File: src/rtl/uart_tx_sched_if.sv
// uart_tx_sched_if
// Bundles the requester handshake, the baud-generator handshake and the
// serial output of uart_tx_sched.
//   req0/data0/ack0  requester 0: level request, byte, one-cycle capture ack
//   req1/data1/ack1  requester 1: same as requester 0
//   clk_bps          one-cycle bit-period pulse from bps_module
//   count_sig        enable to bps_module (its counter restarts while low)
//   tx               serial line, idle high
//   busy             high while a frame is in progress
// Modports: slave = the scheduler, master = sources/baud generator/observer.
interface uart_tx_sched_if #(
  parameter int DATA_BITS = 8
);
  logic                 req0;
  logic [DATA_BITS-1:0] data0;
  logic                 ack0;
  logic                 req1;
  logic [DATA_BITS-1:0] data1;
  logic                 ack1;
  logic                 clk_bps;
  logic                 count_sig;
  logic                 tx;
  logic                 busy;

  modport slave (
    input  req0, data0, req1, data1, clk_bps,
    output ack0, ack1, count_sig, tx, busy
  );

  modport master (
    output req0, data0, req1, data1, clk_bps,
    input  ack0, ack1, count_sig, tx, busy
  );
endinterface

File: src/rtl/uart_tx_sched.sv
// uart_tx_sched
// Round-robin scheduler for two byte sources feeding one UART transmitter.
// The winning byte is sent as start bit, DATA_BITS data bits (LSB first) and
// STOP_BITS stop bits, one bit per clk_bps pulse from the shared bps_module,
// whose counter is enabled through count_sig.
// Ports:
//   sysclk  system clock, rising edge
//   rst     asynchronous active-high reset
//   bus     uart_tx_sched_if.slave (requests, acks, clk_bps, count_sig, tx, busy)
// Parameters:
//   DATA_BITS  data bits per frame, 5..8
//   STOP_BITS  stop bits per frame, 1 or 2
module uart_tx_sched #(
  parameter int DATA_BITS = 8,
  parameter int STOP_BITS = 1
) (
  input  logic            sysclk,
  input  logic            rst,
  uart_tx_sched_if.slave  bus
);

  typedef enum logic [1:0] {
    IDLE  = 2'd0,
    START = 2'd1,
    DATA  = 2'd2,
    STOP  = 2'd3
  } state_t;

  localparam logic [2:0] LAST_BIT  = 3'(DATA_BITS - 1);
  localparam logic [0:0] LAST_STOP = 1'(STOP_BITS - 1);

  state_t               state_r, state_s;
  logic                 ptr_r, ptr_s;          // last granted requester
  logic [DATA_BITS-1:0] shift_r, shift_s;
  logic [2:0]           bitcnt_r, bitcnt_s;
  logic [0:0]           stopcnt_r, stopcnt_s;
  logic                 tx_r, tx_s;
  logic                 count_sig_r, count_sig_s;
  logic                 ack0_r, ack0_s;
  logic                 ack1_r, ack1_s;
  logic                 busy_r, busy_s;
  logic                 grant0_s;

  // Next-state, datapath and output decode for the frame sequencer.
  always_comb begin
    state_s     = state_r;
    ptr_s       = ptr_r;
    shift_s     = shift_r;
    bitcnt_s    = bitcnt_r;
    stopcnt_s   = stopcnt_r;
    tx_s        = tx_r;
    count_sig_s = count_sig_r;
    ack0_s      = 1'b0;
    ack1_s      = 1'b0;
    busy_s      = 1'b0;
    // Requester 0 wins alone, or on a tie when requester 1 was granted last.
    grant0_s    = bus.req0 & (~bus.req1 | ptr_r);

    case (state_r)
      IDLE: begin
        // clk_bps is deliberately ignored here; count_sig low restarts bps_module.
        tx_s        = 1'b1;
        count_sig_s = 1'b0;
        if (bus.req0 | bus.req1) begin
          state_s     = START;
          tx_s        = 1'b0;
          count_sig_s = 1'b1;
          if (grant0_s) begin
            shift_s = bus.data0;
            ack0_s  = 1'b1;
            ptr_s   = 1'b0;
          end else begin
            shift_s = bus.data1;
            ack1_s  = 1'b1;
            ptr_s   = 1'b1;
          end
        end else begin
          state_s = IDLE;
        end
      end
      START: begin
        if (bus.clk_bps) begin
          tx_s     = shift_r[0];
          shift_s  = {1'b0, shift_r[DATA_BITS-1:1]};
          bitcnt_s = 3'd0;
          state_s  = DATA;
        end else begin
          state_s = START;
        end
      end
      DATA: begin
        if (bus.clk_bps) begin
          if (bitcnt_r == LAST_BIT) begin
            tx_s      = 1'b1;
            stopcnt_s = 1'b0;
            state_s   = STOP;
          end else begin
            tx_s     = shift_r[0];
            shift_s  = {1'b0, shift_r[DATA_BITS-1:1]};
            bitcnt_s = bitcnt_r + 3'd1;
          end
        end else begin
          state_s = DATA;
        end
      end
      STOP: begin
        tx_s = 1'b1;
        if (bus.clk_bps) begin
          if (stopcnt_r == LAST_STOP) begin
            count_sig_s = 1'b0;
            state_s     = IDLE;
          end else begin
            stopcnt_s = stopcnt_r + 1'b1;
          end
        end else begin
          state_s = STOP;
        end
      end
      default: begin
        state_s     = IDLE;
        tx_s        = 1'b1;
        count_sig_s = 1'b0;
      end
    endcase

    // busy is registered from the next state so it tracks state != IDLE.
    busy_s = (state_s != IDLE);
  end

  // State, datapath and registered outputs; reset abandons any frame.
  always_ff @(posedge sysclk or posedge rst) begin
    if (rst) begin
      state_r     <= IDLE;
      ptr_r       <= 1'b1;
      shift_r     <= '0;
      bitcnt_r    <= 3'd0;
      stopcnt_r   <= 1'b0;
      tx_r        <= 1'b1;
      count_sig_r <= 1'b0;
      ack0_r      <= 1'b0;
      ack1_r      <= 1'b0;
      busy_r      <= 1'b0;
    end else begin
      state_r     <= state_s;
      ptr_r       <= ptr_s;
      shift_r     <= shift_s;
      bitcnt_r    <= bitcnt_s;
      stopcnt_r   <= stopcnt_s;
      tx_r        <= tx_s;
      count_sig_r <= count_sig_s;
      ack0_r      <= ack0_s;
      ack1_r      <= ack1_s;
      busy_r      <= busy_s;
    end
  end

  assign bus.tx        = tx_r;
  assign bus.count_sig = count_sig_r;
  assign bus.ack0      = ack0_r;
  assign bus.ack1      = ack1_r;
  assign bus.busy      = busy_r;

endmodule

File: src/flat_wrapper.sv
// flat-port wrapper written by rule: the top's interface ports become plain ports
module uart_tx_sched_flat 
#(
  parameter int DATA_BITS = 8,
  parameter int STOP_BITS = 1
)
  (sysclk, rst, bus_req0, bus_data0, bus_req1, bus_data1, bus_clk_bps, bus_ack0, bus_ack1, bus_count_sig, bus_tx, bus_busy);
  uart_tx_sched_if #(.DATA_BITS(DATA_BITS)) bus_i ();
  input  logic sysclk;
  input  logic rst;
  input wire logic [$bits(bus_i.req0)-1:0] bus_req0;
  input wire logic [$bits(bus_i.data0)-1:0] bus_data0;
  input wire logic [$bits(bus_i.req1)-1:0] bus_req1;
  input wire logic [$bits(bus_i.data1)-1:0] bus_data1;
  input wire logic [$bits(bus_i.clk_bps)-1:0] bus_clk_bps;
  output wire logic [$bits(bus_i.ack0)-1:0] bus_ack0;
  output wire logic [$bits(bus_i.ack1)-1:0] bus_ack1;
  output wire logic [$bits(bus_i.count_sig)-1:0] bus_count_sig;
  output wire logic [$bits(bus_i.tx)-1:0] bus_tx;
  output wire logic [$bits(bus_i.busy)-1:0] bus_busy;
  assign bus_i.req0 = bus_req0;
  assign bus_i.data0 = bus_data0;
  assign bus_i.req1 = bus_req1;
  assign bus_i.data1 = bus_data1;
  assign bus_i.clk_bps = bus_clk_bps;
  assign bus_ack0 = bus_i.ack0;
  assign bus_ack1 = bus_i.ack1;
  assign bus_count_sig = bus_i.count_sig;
  assign bus_tx = bus_i.tx;
  assign bus_busy = bus_i.busy;
  uart_tx_sched #(.DATA_BITS(DATA_BITS), .STOP_BITS(STOP_BITS)) u_core (.sysclk(sysclk), .rst(rst), .bus(bus_i));
endmodule
File: config.mk
export PLATFORM = sky130hd
export DESIGN_NAME = uart_tx_sched_flat
export DESIGN_NICKNAME = d
export VERILOG_FILES = /design/src/rtl/uart_tx_sched_if.sv /design/src/rtl/uart_tx_sched.sv /design/src/flat_wrapper.sv
export SDC_FILE = /design/constraint.sdc
export NUM_CORES = 1
export LEC_CHECK = 0
export ABC_AREA = 1
export CAP_MARGIN = 5
export CORE_UTILIZATION = 40
export CTS_CLUSTER_DIAMETER = 30
export CTS_CLUSTER_SIZE = 25
export DETAILED_ROUTE_END_ITERATION = 16
export GPL_ROUTABILITY_DRIVEN = 0
export HOLD_SLACK_MARGIN = 0.02
export PLACE_DENSITY = 0.74
export REMOVE_ABC_BUFFERS = 1
export SYNTH_ARGS = -nofsm -noshare
export SYNTH_HDL_FRONTEND = slang
export SYNTH_SLANG_ARGS = --single-unit
File: constraint.sdc
create_clock -name sysclk -period 1.4 [get_ports sysclk]
set_input_delay 0.14 -clock sysclk [delete_from_list [all_inputs] [get_ports sysclk]]
set_output_delay 0.14 -clock sysclk [all_outputs]
set_load 0.02 [all_outputs]
* Word-level counts from Yosys, hierarchy flattened
Index checks and enable logic that the tools add are counted. W data, S select, Z words.
Word-level totals: logic and storage cells 76, register bits after elaboration 20, bits of input ports 21
Cells by class: eq/ne operators 11, bitwise operators 4, add/sub/neg operators 2, reduce and logical (&&, ||, !) cells 12, muxes and demuxes 37
Operators with widths (number):
- $mux W8 | 5
- $pmux W8 S3 | 1
- $mux W1 | 18
- $mux W2 | 5
- $ne A2 B2 Y1 const B | 5
- $mux W3 | 3
- $pmux W2 S4 | 1
- $reduce_and A4 Y1 | 2
- $reduce_bool A2 Y1 | 4
- $pmux W3 S2 | 1
- $reduce_and A5 Y1 | 1
- $eq A2 B2 Y1 const B | 2
- $ne A2 B1 Y1 const B | 2
- $pmux W1 S2 | 2
- $pmux W1 S4 | 1
- $reduce_and A2 Y1 | 2
- $add A3 B1 Y3 const B | 1
- $eq A3 B3 Y1 const B | 1
- $reduce_and A3 Y1 | 1
- $reduce_bool A3 Y1 | 1
- $eq A2 B1 Y1 const B | 1
- $logic_not A2 Y1 | 1
- $or A1 B1 Y1 | 2
- $add A1 B1 Y1 const B | 1
- other kinds (2) | 2

* Logic depth before layout (Yosys ltp)
depth in word-level cells 6, mapped depth 8, depth with buffers taken out 8

* Worst setup path before layout
No wires, ideal clock.
path kind flip-flop to flip-flop, start point register u_core.state_r[0], end point register u_core.shift_r[0], arrival time 1.315 ns, required time 1.283 ns, library setup time 0.117 ns, slack -0.032 ns, cell stages (with the launch flop) 8, cells stage by stage dfrtp_1 > inv_1 > ha_1 > inv_2 > buf_6 > or2_2 > nand3_1 > nand2_1
Between the ends: cells in the longest elaborated chain, start to end 3, elaborated cells between the ends (all ways) 10, those cells by class eq/ne (6); mux (1); reduce/logical (3)
RTL lines:
- start, declared | line uart_tx_sched.sv:32 | state_t state_r, state_s;
- start signal, assigned | line uart_tx_sched.sv:144 | state_r <= state_s;
- $eq A2 B2 Y1, or another cell as far along | line uart_tx_sched.sv:59 | case (state_r)
- $ne A2 B2 Y1 (no line), or another cell as far along
- $reduce_and A5 Y1 (no line)
- end signal, assigned | line uart_tx_sched.sv:146 | shift_r <= shift_s;
- end, declared | line uart_tx_sched.sv:34 | logic [DATA_BITS-1:0] shift_r, shift_s;
Several ways; a longest one is shown, not always the timed one. A chain may end at the register's enable or synchronous reset.

* Final worst setup path
start point register u_core.bitcnt_r[1], end point register u_core.shift_r[7]
Between the ends: cells in the longest elaborated chain, start to end 3
RTL lines:
- start, declared | line uart_tx_sched.sv:35 | logic [2:0] bitcnt_r, bitcnt_s;
- start signal, assigned | line uart_tx_sched.sv:147 | bitcnt_r <= bitcnt_s;
- $eq A3 B3 Y1 | line uart_tx_sched.sv:93 | if (bitcnt_r == LAST_BIT) begin
- $ne A2 B2 Y1 (no line)
- $reduce_and A5 Y1 (no line)
No other way between the ends.

==> results.json <==
{
  "irDropWorstVdd_v": 0.00184,
  "drc": 0,
  "overflow": 0,
  "dpl_cell_area_um2": 1550,
  "start_util": 0.422,
  "setup_viol": 7,
  "grt_usage": 0.180,
  "grt_pass1_vias": 1091,
  "std_cell_rows": 19,
  "rsz0062_at_grt": "true",
  "antenna_found_initial": 0,
  "finalInstanceArea_um2": 1730,
  "ys_warn_count": 0,
  "final.setup_skew_ns": 0.00298,
  "cts_tree": "done",
  "cts_sinks": 19,
  "seqCellArea_um2": 480,
  "drive_above_1_share": 0.374,
  "fmax_mhz": 698,
  "synth-seq-area-share": 0.411,
  "holdBufCountCts": 0,
  "whs_ns": 0.151,
  "root_buffer": "clkbuf_4",
  "p_leak_uw": 0.000865,
  "die_y_um": 55.9,
  "fin_ws_ns": -0.0330,
  "core_area_um2": 2760,
  "path_max_fanout": 3,
  "netlist_instances": 143,
  "antenna_left": 0,
  "synth.distinct_cells": 22,
  "critical_path_class": "reg2reg",
  "cts_buffer_depth": 2,
  "violations": "negative setup slack",
  "nets": 219,
  "die_w_um": 55.9,
  "cts_buffers": 3,
  "n_antenna_cell": 0,
  "drt-total-wl_mm": 2.71,
  "critPathBufInv": 1,
  "worst_setup_path_end_kind": "flip-flop",
  "dp_hpwl_mm": 1.90,
  "clkLatencyLatePin_ns": 0.29,
  "syn_to_final_growth_pct": 48.9,
  "routed-via-count": 1101,
  "fillers": 226,
  "final_common_cell": "nand2_1",
  "die_area_um2": 3130,
  "hp-class": "in2async",
  "final_cell_mix": "30 x nand2_1, 23 x nand3_1, 21 x clkdlybuf4s50_1",
  "crit_family": "simple AND/OR/NAND/NOR gates",
  "post_drt_via_cell_ratio": 4.98,
  "ys_seq_elements": 19,
  "outcome": "complete, but fails checks",
  "fin_crit_ns": 1.43,
  "multi_input_area_um2": 712,
  "io_buffer_count": 25,
  "start_kind": "flip-flop",
  "fin_crit_sh": 1.02,
  "first_iter_violations": 37,
  "htree_levels": 1,
  "crit_arrival_ns": 1.67,
  "io_pins": 26,
  "synth_area_per_cell_um2": 8.14,
  "crit_chain": "ha_2, ha_4, nand2_4, nand3_4, nor2_8, buf_4, nand3_1, nand2_2",
  "critPathSlowestCell": "dfrtp_1",
  "grt_pass1_wl_mm": 4.52,
  "clk_pin_slew_worst_paths_ns": 0.11,
  "timing.max_cap.violations": 0,
  "slowest_delay_ns": 0.40,
  "finalHoldViolations": 0,
  "required_ns": 1.64,
  "maxSlewViolCount": 0,
  "tightest_slew_ns": 0.264,
  "post_drt_wl_per_cell_um": 12.3,
  "grt_max_degree": 20,
  "power_density_nw_per_um2": 2240,
  "maxSlewHeadroom": 0.823,
  "netlist_area_um2": 1160,
  "dr.pass1.iters": 4
}
registers in the layout (all words and copies together), names as in the netlist:
register and flops:
u_core.state_r 2, u_core.bitcnt_r 3, u_core.bus.ack0 1, u_core.ptr_r 1, u_core.bus.tx 1, u_core.bus.busy 1
u_core.shift_r 8, u_core.bus.count_sig 1, u_core.bus.ack1 1
kinds of logic (layout without fill, tap and decap cells):
family | Yosys count | count (layout) | share of synthesized area
buf+inv | 19 | 65 | 0.0828
simple gates | 86 | 87 | 0.379
flops | 19 | 19 | 0.411
fa+ha+maj | 7 | 7 | 0.0753
compound gates | 12 | 12 | 0.0527
cell type report:
class	count	share of cell area
multi-input combinational	106	0.411
tap	31	0.0224
clock buffer	4	0.0152
sequential	19	0.277
timing repair buffer	45	0.232
inverter	16	0.0419
cell usage after synthesis, drive strengths merged:
library cell	count	area share
nand2	44	0.16
nand3	25	0.12
dfrtp	17	0.37
inv	16	0.054
or2	9	0.048
o21ai	8	0.034
ha	7	0.075
nor2	7	0.043
a21oi	3	0.013
buf	3	0.029
dfstp	2	0.045
nand4	1	0.0054
o22ai	1	0.0054
through the flow:
step           total power, µW  std cells  setup TNS, ns  worst slack (ns)  utilization
2_1_floorplan             2300        140              0            0.0395            -
3_3_place_gp              3050        213         -0.193           -0.0327        0.561
3_5_place_dp              3110        213         -0.851           -0.0956        0.561
4_1_cts                   3600        220        -0.0693           -0.0216        0.598
5_1_grt                   4190        221         -0.737           -0.0861        0.628
6_report                  3890        221        -0.0938           -0.0330        0.628
path summary, 6_finish.rpt:
check	from	to	slack, ns	cells past startpoint
setup / recovery	u_core.bitcnt_r[1]$_DFFE_PP0P_	u_core.shift_r[7]$_DFFE_PP0P_	-0.03	8
hold / removal	rst	u_core.bus.count_sig$_DFFE_PP0P_	0.15	3
setup reg to reg	u_core.bitcnt_r[1]$_DFFE_PP0P_	u_core.shift_r[7]$_DFFE_PP0P_	-0.03	8
hold reg to reg	u_core.bus.tx$_DFFE_PP1P_	u_core.bus.tx$_DFFE_PP1P_	0.47	2
max in group asynchronous	rst	u_core.ptr_r$_DFFE_PP1P_	0.99	3
min in group sysclk	u_core.bus.tx$_DFFE_PP1P_	u_core.bus.tx$_DFFE_PP1P_	0.47	2
report_power, final:
part           internal (µW)  switching, µW
clock                    111            171
sequential               834            169
combinational           1240           1360
total                   2180           1710
layer usage:
layer / track usage / vias up / wire length, µm
li1: - / 554 / -
met1: 0.218 / 517 / 1230
met2: 0.327 / 28 / 1370
met3: 0.0488 / 2 / 101
met4: 0.0279 / 0 / 9
met5: 0 / - / 0
worst register-to-register path, cell delays in order (launching register included):
cell     delay (ns)
dfrtp_1        0.40
ha_2           0.21
ha_4           0.17
nand2_4        0.07
nand3_4        0.12
nor2_8         0.13
buf_4          0.13
nand3_1        0.09
nand2_2        0.07
what timing repair did:
action | CTS | global route
setup endpoints to repair | 15 | 17
cloned | 1 | 0
gates resized for setup | 18 | 25
endpoints found under the hold margin | 0 | 0
setup buffers | 2 | 2
pin swaps | 3 | 13
Power figures use the tool's default switching activity.
